<file path="config.mk">
export PLATFORM = sky130hd
export DESIGN_NAME = ball_collision_ctrl
export DESIGN_NICKNAME = d
export VERILOG_FILES = /design/src/rtl/billiard_pkg.sv /design/src/rtl/ball_pair_check.sv /design/src/rtl/ball_collision_ctrl.sv
export SDC_FILE = /design/constraint.sdc
export NUM_CORES = 2
export LEC_CHECK = 0
export BUFFER_PORTS_ARGS = -buffer_cell sky130_fd_sc_hd__buf_2
export CAP_MARGIN = 10
export CORE_MARGIN = 2
export CORE_UTILIZATION = 59
export DETAILED_ROUTE_END_ITERATION = 8
export PLACE_DENSITY = 0.8
export SKIP_CTS_REPAIR_TIMING = 1
export SLEW_MARGIN = 30
export SYNTH_ARGS = -nofsm -noshare
export SYNTH_HDL_FRONTEND = slang
export SYNTH_SLANG_ARGS = --single-unit
</file>
<file path="constraint.sdc">
create_clock -name clk -period 22.6 [get_ports clk]
set_input_delay 4.52 -clock clk [delete_from_list [all_inputs] [get_ports clk]]
set_output_delay 4.52 -clock clk [all_outputs]
set_load 0.01 [all_outputs]
</file>
<file path="src/rtl/billiard_pkg.sv">
// Shared types for the billiard collision controller.
// Provides position/velocity types, the controller state encoding and ball-count limit.
package billiard_pkg;

    localparam int MAX_BALLS = 16;

    typedef logic [10:0]        pos_t;
    typedef logic signed [10:0] vel_t;

    typedef enum logic [2:0] {
        IDLE     = 3'd0,
        SNAPSHOT = 3'd1,
        CHECK    = 3'd2,
        WRITE    = 3'd3,
        WALLS    = 3'd4,
        DONE     = 3'd5
    } coll_state_t;

endpackage

</file>
<file path="src/rtl/ball_pair_check.sv">
// Combinational test of one ball pair: overlap + approach, and the resolved velocities.
// Ports: xi/yi/xj/yj positions, vxi/vyi/vxj/vyj velocities in; hit, swap_x, new_v* out.
module ball_pair_check
    import billiard_pkg::*;
#(
    parameter int BALL_SIZE = 32
) (
    input  pos_t       xi,
    input  pos_t       yi,
    input  pos_t       xj,
    input  pos_t       yj,
    input  vel_t       vxi,
    input  vel_t       vyi,
    input  vel_t       vxj,
    input  vel_t       vyj,
    output logic       hit,
    output logic       swap_x,
    output vel_t       new_vxi,
    output vel_t       new_vyi,
    output vel_t       new_vxj,
    output vel_t       new_vyj
);

    localparam logic [23:0] HIT_LIM = 24'(BALL_SIZE * BALL_SIZE);

    logic signed [11:0] dx;
    logic signed [11:0] dy;
    logic signed [11:0] dvx;
    logic signed [11:0] dvy;
    logic signed [23:0] sq_x;
    logic signed [23:0] sq_y;
    logic signed [23:0] pr_x;
    logic signed [23:0] pr_y;
    logic [23:0]        dist2;
    logic signed [24:0] dot;
    logic [11:0]        adx;
    logic [11:0]        ady;

    always_comb begin
        // zero-extend unsigned positions so the difference is a true signed delta
        dx    = {1'b0, xj} - {1'b0, xi};
        dy    = {1'b0, yj} - {1'b0, yi};
        dvx   = {vxj[10], vxj} - {vxi[10], vxi};
        dvy   = {vyj[10], vyj} - {vyi[10], vyi};
        sq_x  = dx * dx;
        sq_y  = dy * dy;
        pr_x  = dvx * dx;
        pr_y  = dvy * dy;
        dist2 = sq_x + sq_y;
        dot   = {pr_x[23], pr_x} + {pr_y[23], pr_y};
        adx   = dx[11] ? -dx : dx;
        ady   = dy[11] ? -dy : dy;
        // touching-but-separating pairs (dot >= 0) are left alone
        hit    = (dist2 < HIT_LIM) && dot[24];
        swap_x = (adx >= ady);
        new_vxi = swap_x ? vxj : vxi;
        new_vxj = swap_x ? vxi : vxj;
        new_vyi = swap_x ? vyi : vyj;
        new_vyj = swap_x ? vyj : vyi;
    end

endmodule

</file>
<file path="src/rtl/ball_collision_ctrl.sv">
// Per-frame collision controller: snapshots all balls on startOfFrame, scans every pair,
// and strobes resolved velocities back to the balls. Optional cushions: TABLE_WALLS_EN.
// Ports: clk, reset (sync, active high), startOfFrame, ballPos*/ballVel* per ball in;
//        velocityWriteEnable, outVelocityX/Y per ball, busy, scanDone out.
module ball_collision_ctrl
    import billiard_pkg::*;
#(
    parameter int NUM_BALLS    = 4,
    parameter int BALL_SIZE    = 32,
    parameter int TABLE_LEFT   = 32,
    parameter int TABLE_RIGHT  = 608,
    parameter int TABLE_TOP    = 32,
    parameter int TABLE_BOTTOM = 448
) (
    input  logic                 clk,
    input  logic                 reset,
    input  logic                 startOfFrame,
    input  pos_t                 ballPosX [NUM_BALLS],
    input  pos_t                 ballPosY [NUM_BALLS],
    input  vel_t                 ballVelX [NUM_BALLS],
    input  vel_t                 ballVelY [NUM_BALLS],
    output logic [NUM_BALLS-1:0] velocityWriteEnable,
    output vel_t                 outVelocityX [NUM_BALLS],
    output vel_t                 outVelocityY [NUM_BALLS],
    output logic                 busy,
    output logic                 scanDone
);

    localparam int IDX_W = $clog2(NUM_BALLS);
    localparam logic [IDX_W-1:0] LAST  = IDX_W'(NUM_BALLS - 1);
    localparam logic [IDX_W-1:0] LAST_I = IDX_W'(NUM_BALLS - 2);

    coll_state_t      state;
    logic [IDX_W-1:0] idx_i;
    logic [IDX_W-1:0] idx_j;

    pos_t snap_x  [NUM_BALLS];
    pos_t snap_y  [NUM_BALLS];
    vel_t snap_vx [NUM_BALLS];
    vel_t snap_vy [NUM_BALLS];

    logic hit;
    logic swap_x;
    vel_t new_vxi;
    vel_t new_vyi;
    vel_t new_vxj;
    vel_t new_vyj;
    logic last_pair;
    logic scan_end;

    ball_pair_check #(
        .BALL_SIZE (BALL_SIZE)
    ) u_pair (
        .xi      (snap_x[idx_i]),
        .yi      (snap_y[idx_i]),
        .xj      (snap_x[idx_j]),
        .yj      (snap_y[idx_j]),
        .vxi     (snap_vx[idx_i]),
        .vyi     (snap_vy[idx_i]),
        .vxj     (snap_vx[idx_j]),
        .vyj     (snap_vy[idx_j]),
        .hit     (hit),
        .swap_x  (swap_x),
        .new_vxi (new_vxi),
        .new_vyi (new_vyi),
        .new_vxj (new_vxj),
        .new_vyj (new_vyj)
    );

    assign last_pair = (idx_i == LAST_I) && (idx_j == LAST);
    assign scan_end  = last_pair &&
                       ((state == CHECK && !hit) || state == WRITE);
    assign busy      = (state != IDLE);
    assign scanDone  = (state == DONE);

`ifdef TABLE_WALLS_EN
    logic [IDX_W-1:0] wall_idx;
    logic [IDX_W-1:0] wall_sel;
    logic             wall_apply;
    logic             flip_x;
    logic             flip_y;
    vel_t             wall_vx;
    vel_t             wall_vy;

    // Evaluate one ball ahead so its strobe lands in its own WALLS cycle.
    always_comb begin
        wall_sel   = (state == WALLS) ? wall_idx + 1'b1 : '0;
        wall_apply = scan_end || (state == WALLS && wall_idx != LAST);
        flip_x = ((int'(snap_x[wall_sel]) <= TABLE_LEFT) && (snap_vx[wall_sel] < 0)) ||
                 ((int'(snap_x[wall_sel]) + BALL_SIZE >= TABLE_RIGHT) &&
                  (snap_vx[wall_sel] > 0));
        flip_y = ((int'(snap_y[wall_sel]) <= TABLE_TOP) && (snap_vy[wall_sel] < 0)) ||
                 ((int'(snap_y[wall_sel]) + BALL_SIZE >= TABLE_BOTTOM) &&
                  (snap_vy[wall_sel] > 0));
        wall_vx = flip_x ? -snap_vx[wall_sel] : snap_vx[wall_sel];
        wall_vy = flip_y ? -snap_vy[wall_sel] : snap_vy[wall_sel];
    end
`else
    logic [31:0] unused_cushion;
    assign unused_cushion = TABLE_LEFT ^ TABLE_RIGHT ^ TABLE_TOP ^ TABLE_BOTTOM;
`endif

    always_ff @(posedge clk) begin
        if (reset) begin
            state               <= IDLE;
            idx_i               <= '0;
            idx_j               <= IDX_W'(1);
            velocityWriteEnable <= '0;
            for (int k = 0; k < NUM_BALLS; k++) begin
                snap_x[k]       <= '0;
                snap_y[k]       <= '0;
                snap_vx[k]      <= '0;
                snap_vy[k]      <= '0;
                outVelocityX[k] <= '0;
                outVelocityY[k] <= '0;
            end
`ifdef TABLE_WALLS_EN
            wall_idx <= '0;
`endif
        end else begin
            velocityWriteEnable <= '0;
            unique case (state)
                IDLE: begin
                    if (startOfFrame) state <= SNAPSHOT;
                end
                SNAPSHOT: begin
                    for (int k = 0; k < NUM_BALLS; k++) begin
                        snap_x[k]  <= ballPosX[k];
                        snap_y[k]  <= ballPosY[k];
                        snap_vx[k] <= ballVelX[k];
                        snap_vy[k] <= ballVelY[k];
                    end
                    idx_i <= '0;
                    idx_j <= IDX_W'(1);
                    state <= CHECK;
                end
                CHECK: begin
                    if (hit) begin
                        velocityWriteEnable[idx_i] <= 1'b1;
                        velocityWriteEnable[idx_j] <= 1'b1;
                        outVelocityX[idx_i] <= new_vxi;
                        outVelocityY[idx_i] <= new_vyi;
                        outVelocityX[idx_j] <= new_vxj;
                        outVelocityY[idx_j] <= new_vyj;
                        // later pairs must see the post-collision velocities
                        snap_vx[idx_i] <= new_vxi;
                        snap_vy[idx_i] <= new_vyi;
                        snap_vx[idx_j] <= new_vxj;
                        snap_vy[idx_j] <= new_vyj;
                        state <= WRITE;
                    end else if (!last_pair) begin
                        if (idx_j == LAST) begin
                            idx_i <= idx_i + 1'b1;
                            idx_j <= idx_i + 1'b1 + 1'b1;
                        end else begin
                            idx_j <= idx_j + 1'b1;
                        end
                    end
                end
                WRITE: begin
                    state <= CHECK;
                    if (!last_pair) begin
                        if (idx_j == LAST) begin
                            idx_i <= idx_i + 1'b1;
                            idx_j <= idx_i + 1'b1 + 1'b1;
                        end else begin
                            idx_j <= idx_j + 1'b1;
                        end
                    end
                end
                WALLS: begin
`ifdef TABLE_WALLS_EN
                    if (wall_idx == LAST) state <= DONE;
                    else wall_idx <= wall_idx + 1'b1;
`else
                    state <= DONE;
`endif
                end
                DONE: begin
                    idx_i <= '0;
                    idx_j <= IDX_W'(1);
                    state <= IDLE;
                end
                default: state <= IDLE;
            endcase

`ifdef TABLE_WALLS_EN
            if (scan_end) begin
                state    <= WALLS;
                wall_idx <= '0;
            end
            if (wall_apply && (flip_x || flip_y)) begin
                velocityWriteEnable[wall_sel] <= 1'b1;
                outVelocityX[wall_sel] <= wall_vx;
                outVelocityY[wall_sel] <= wall_vy;
                snap_vx[wall_sel]      <= wall_vx;
                snap_vy[wall_sel]      <= wall_vy;
            end
`else
            if (scan_end) state <= DONE;
`endif
        end
    end

endmodule

</file>
==> metrics.yaml <==
run_status:
  status: "completed"
die:
  initial_core_util_pct: 59.5
  io_pins: 273
  die_area_sq_um: 66900
  die_w_microns: 259
  core.rowCount: 93
  die_h_microns: 259
  core-area_sq_um: 64300
worst_setup_path:
  worstPathMaxFanout: 164
  end_kind: "flip-flop"
  critPathMaxStageDelay_ns: 0.75
  critPathLaunchType: "flip-flop"
  crit_path_top_delay_cell: "dfxtp_2"
  path_class: "reg -> reg"
  cp.arrival_ns: 13.60
  crit_required_ns: 22.78
  cp_common_cell: "fa_1"
logic_synthesis:
  syn-num-nets: 5033
  avgSynthCellArea_sq_um: 9.54
  synth-edff-count: 176
  synth_cells: 4014
  yosysWarnings: 0
  async_reset_ff_share_pct: 0
  syn_area_sq_um: 38300
  ys_seq_elements: 279
  seq_area_frac_synth_pct: 19.2
  synth_ff_type: "edfxtp_1"
  synth.distinct_cells: 75
min_path:
  hp-class: "reg -> reg"
clock_network:
  numClockSinks: 279
  cts_root_buf: "clkbuf_16"
  clk_path_buf_depth: 3
  htree_levels: 1
  clk_latency_ns: 0.55
  numCtsBuffers: 25
  tritoncts: "yes"
  clk_pin_slew_ns: 0.07
flow_run:
  drv_cap: 0
sta:
  finalSetupTns_ns: 0
  slew-limit-headroom_pct: 29.5
  setup_viol: 0
  period_needed_ns: 13.42
  finalHoldViolCount: 0
  post-route-period-util_pct: 59.4
  rsz0062_at_grt: "no"
  fmax_mhz: 74.5
  worst_pin_slew_ns: 1.06
  slew_violations: 0
  skew_ns: 0.0174
drt:
  ant_nets: 0
  post_drt_wl_per_cell_microns: 21.3
  vias_per_cell: 6.18
  drc: 0
  drt-pass1-iter-count: 7
  wl_mm: 107
  vias: 30900
  first_iter_violations: 3740
grt:
  grt_pass1_wl_mm: 171
  track_usage_pct: 32.3
  antenna_found_initial: 5
  grt_pass1_vias: 32000
  grt_max_degree: 165
  grt_remaining_overflow: 0
layout:
  register_area_sq_um: 7360
  multi_input_area_sq_um: 27200
  final_cells: 5000
  drive_gt1_share_pct: 12.6
  area_delta_synth_final_pct: 7.41
  nNetsFinal: 5142
  fillCellCount: 5069
place:
  dpl.hpwl_mm: 81.7
  gp_congestion: 0.974
  dp.cells: 4950
  io_buffers: 272
## cells in the mapped netlist (72+ instances only)
library cell,instances,area (sq um)
nor2_1,186,698
nand2_1,349,1310
clkbuf_1,193,724
and2_1,112,701
fa_1,604,12100
dfxtp_1,103,2060
o21ai_0,152,761
ha_1,236,2950
inv_1,728,2730
nor4_1,75,469
xnor2_1,72,631
nor3_1,112,561
a31oi_1,81,507
a21oi_1,198,991
a32oi_1,89,780
edfxtp_1,176,5290
## layout by cell type (no fill, tap or decap), drive strengths merged, types with 112 or more instances in the layout
cell type	instances
fa	604
nand2	349
and2	112
edfxtp	176
nor3	116
buf	335
nor2	186
inv	730
a21oi	198
ha	236
o21ai	159
## worst max-delay path, delay by kind of cell (launching register included)
family,cells,cell delay (ns)
compound gates,10,2.14
fa+ha+maj,10,4.50
buf+inv,6,1.96
flops,1,0.75
mux,1,0.37
simple gates,7,3.01
## per-stage QoR
| step | hold WS, ns | cell area, sq um | utilization [%] | setup WS (ns) |
|---|---|---|---|---|
| after global placement | 0.447 | 40200 | 62.5 | 9.43 |
| final | 0.477 | 41100 | 63.9 | 9.18 |
| after global routing | 0.498 | 41100 | 63.9 | 8.54 |
| after detailed placement | 0.462 | 40200 | 62.5 | 9.47 |
| after CTS | 0.480 | 41100 | 63.8 | 9.42 |
| after floorplan | 0.483 | 38300 | - | 9.20 |
## worst paths after layout
kind | from | to | slack [ns] | cells after the start
worst max-delay path | flip-flop | snap_vy[2][8] | 9.18 | 34
worst min-delay path | outVelocityY[27] | outVelocityY[27] | 0.48 | 2
worst max register to register | flip-flop | snap_vy[2][8] | 9.18 | 34
worst min register to register | outVelocityY[27] | outVelocityY[27] | 0.48 | 2
## cell families (layout without fill, tap and decap cells)
| logic type | Yosys count | after routing | share of synthesized area [%] |
|---|---|---|---|
| buffers and inverters | 992 | 1120 | 10.1 |
| xor gates and xnor gates | 91 | 91 | 2.19 |
| DFF | 279 | 279 | 19.2 |
| AOI/OAI and AO/OA | 697 | 697 | 11.5 |
| muxes | 127 | 127 | 5.55 |
| and+or+nand+nor | 988 | 988 | 12.3 |
| adders and majority gates | 840 | 840 | 39.3 |
| other | 0 | 3 | 0 |
## per-layer routing
layer	wire length (microns)	up-vias	track usage (%)	part of all wire, %
li1	-	13500	-	-
met1	38500	15000	41.8	36
met2	49900	1980	52.7	47
met3	12700	362	6.95	12
met4	5360	4	14.4	5.0
met5	27	-	0	0.025
## sequential cells by signal (all words and copies together) (netlist names), 3 cells and up, named ones only
signal,flops
outVelocityY,44
velocityWriteEnable,4
snap_x,44
outVelocityX,44
snap_vx,44
snap_y,44
state,3
snap_vy,44
## area by class of cell
type | count | share of cell area [%]
multi-input cells | 2743 | 66.2
flip-flops and latches | 279 | 17.9
inverters | 739 | 6.75
repair buffers | 335 | 4.58
well taps | 855 | 2.60
clock buffers | 39 | 1.85
clock inverters | 7 | 0.152
diodes | 3 | 0.0183
Power is not shown: default switching activity piles up to over one toggle a cycle in this logic, so the estimate is an artifact.
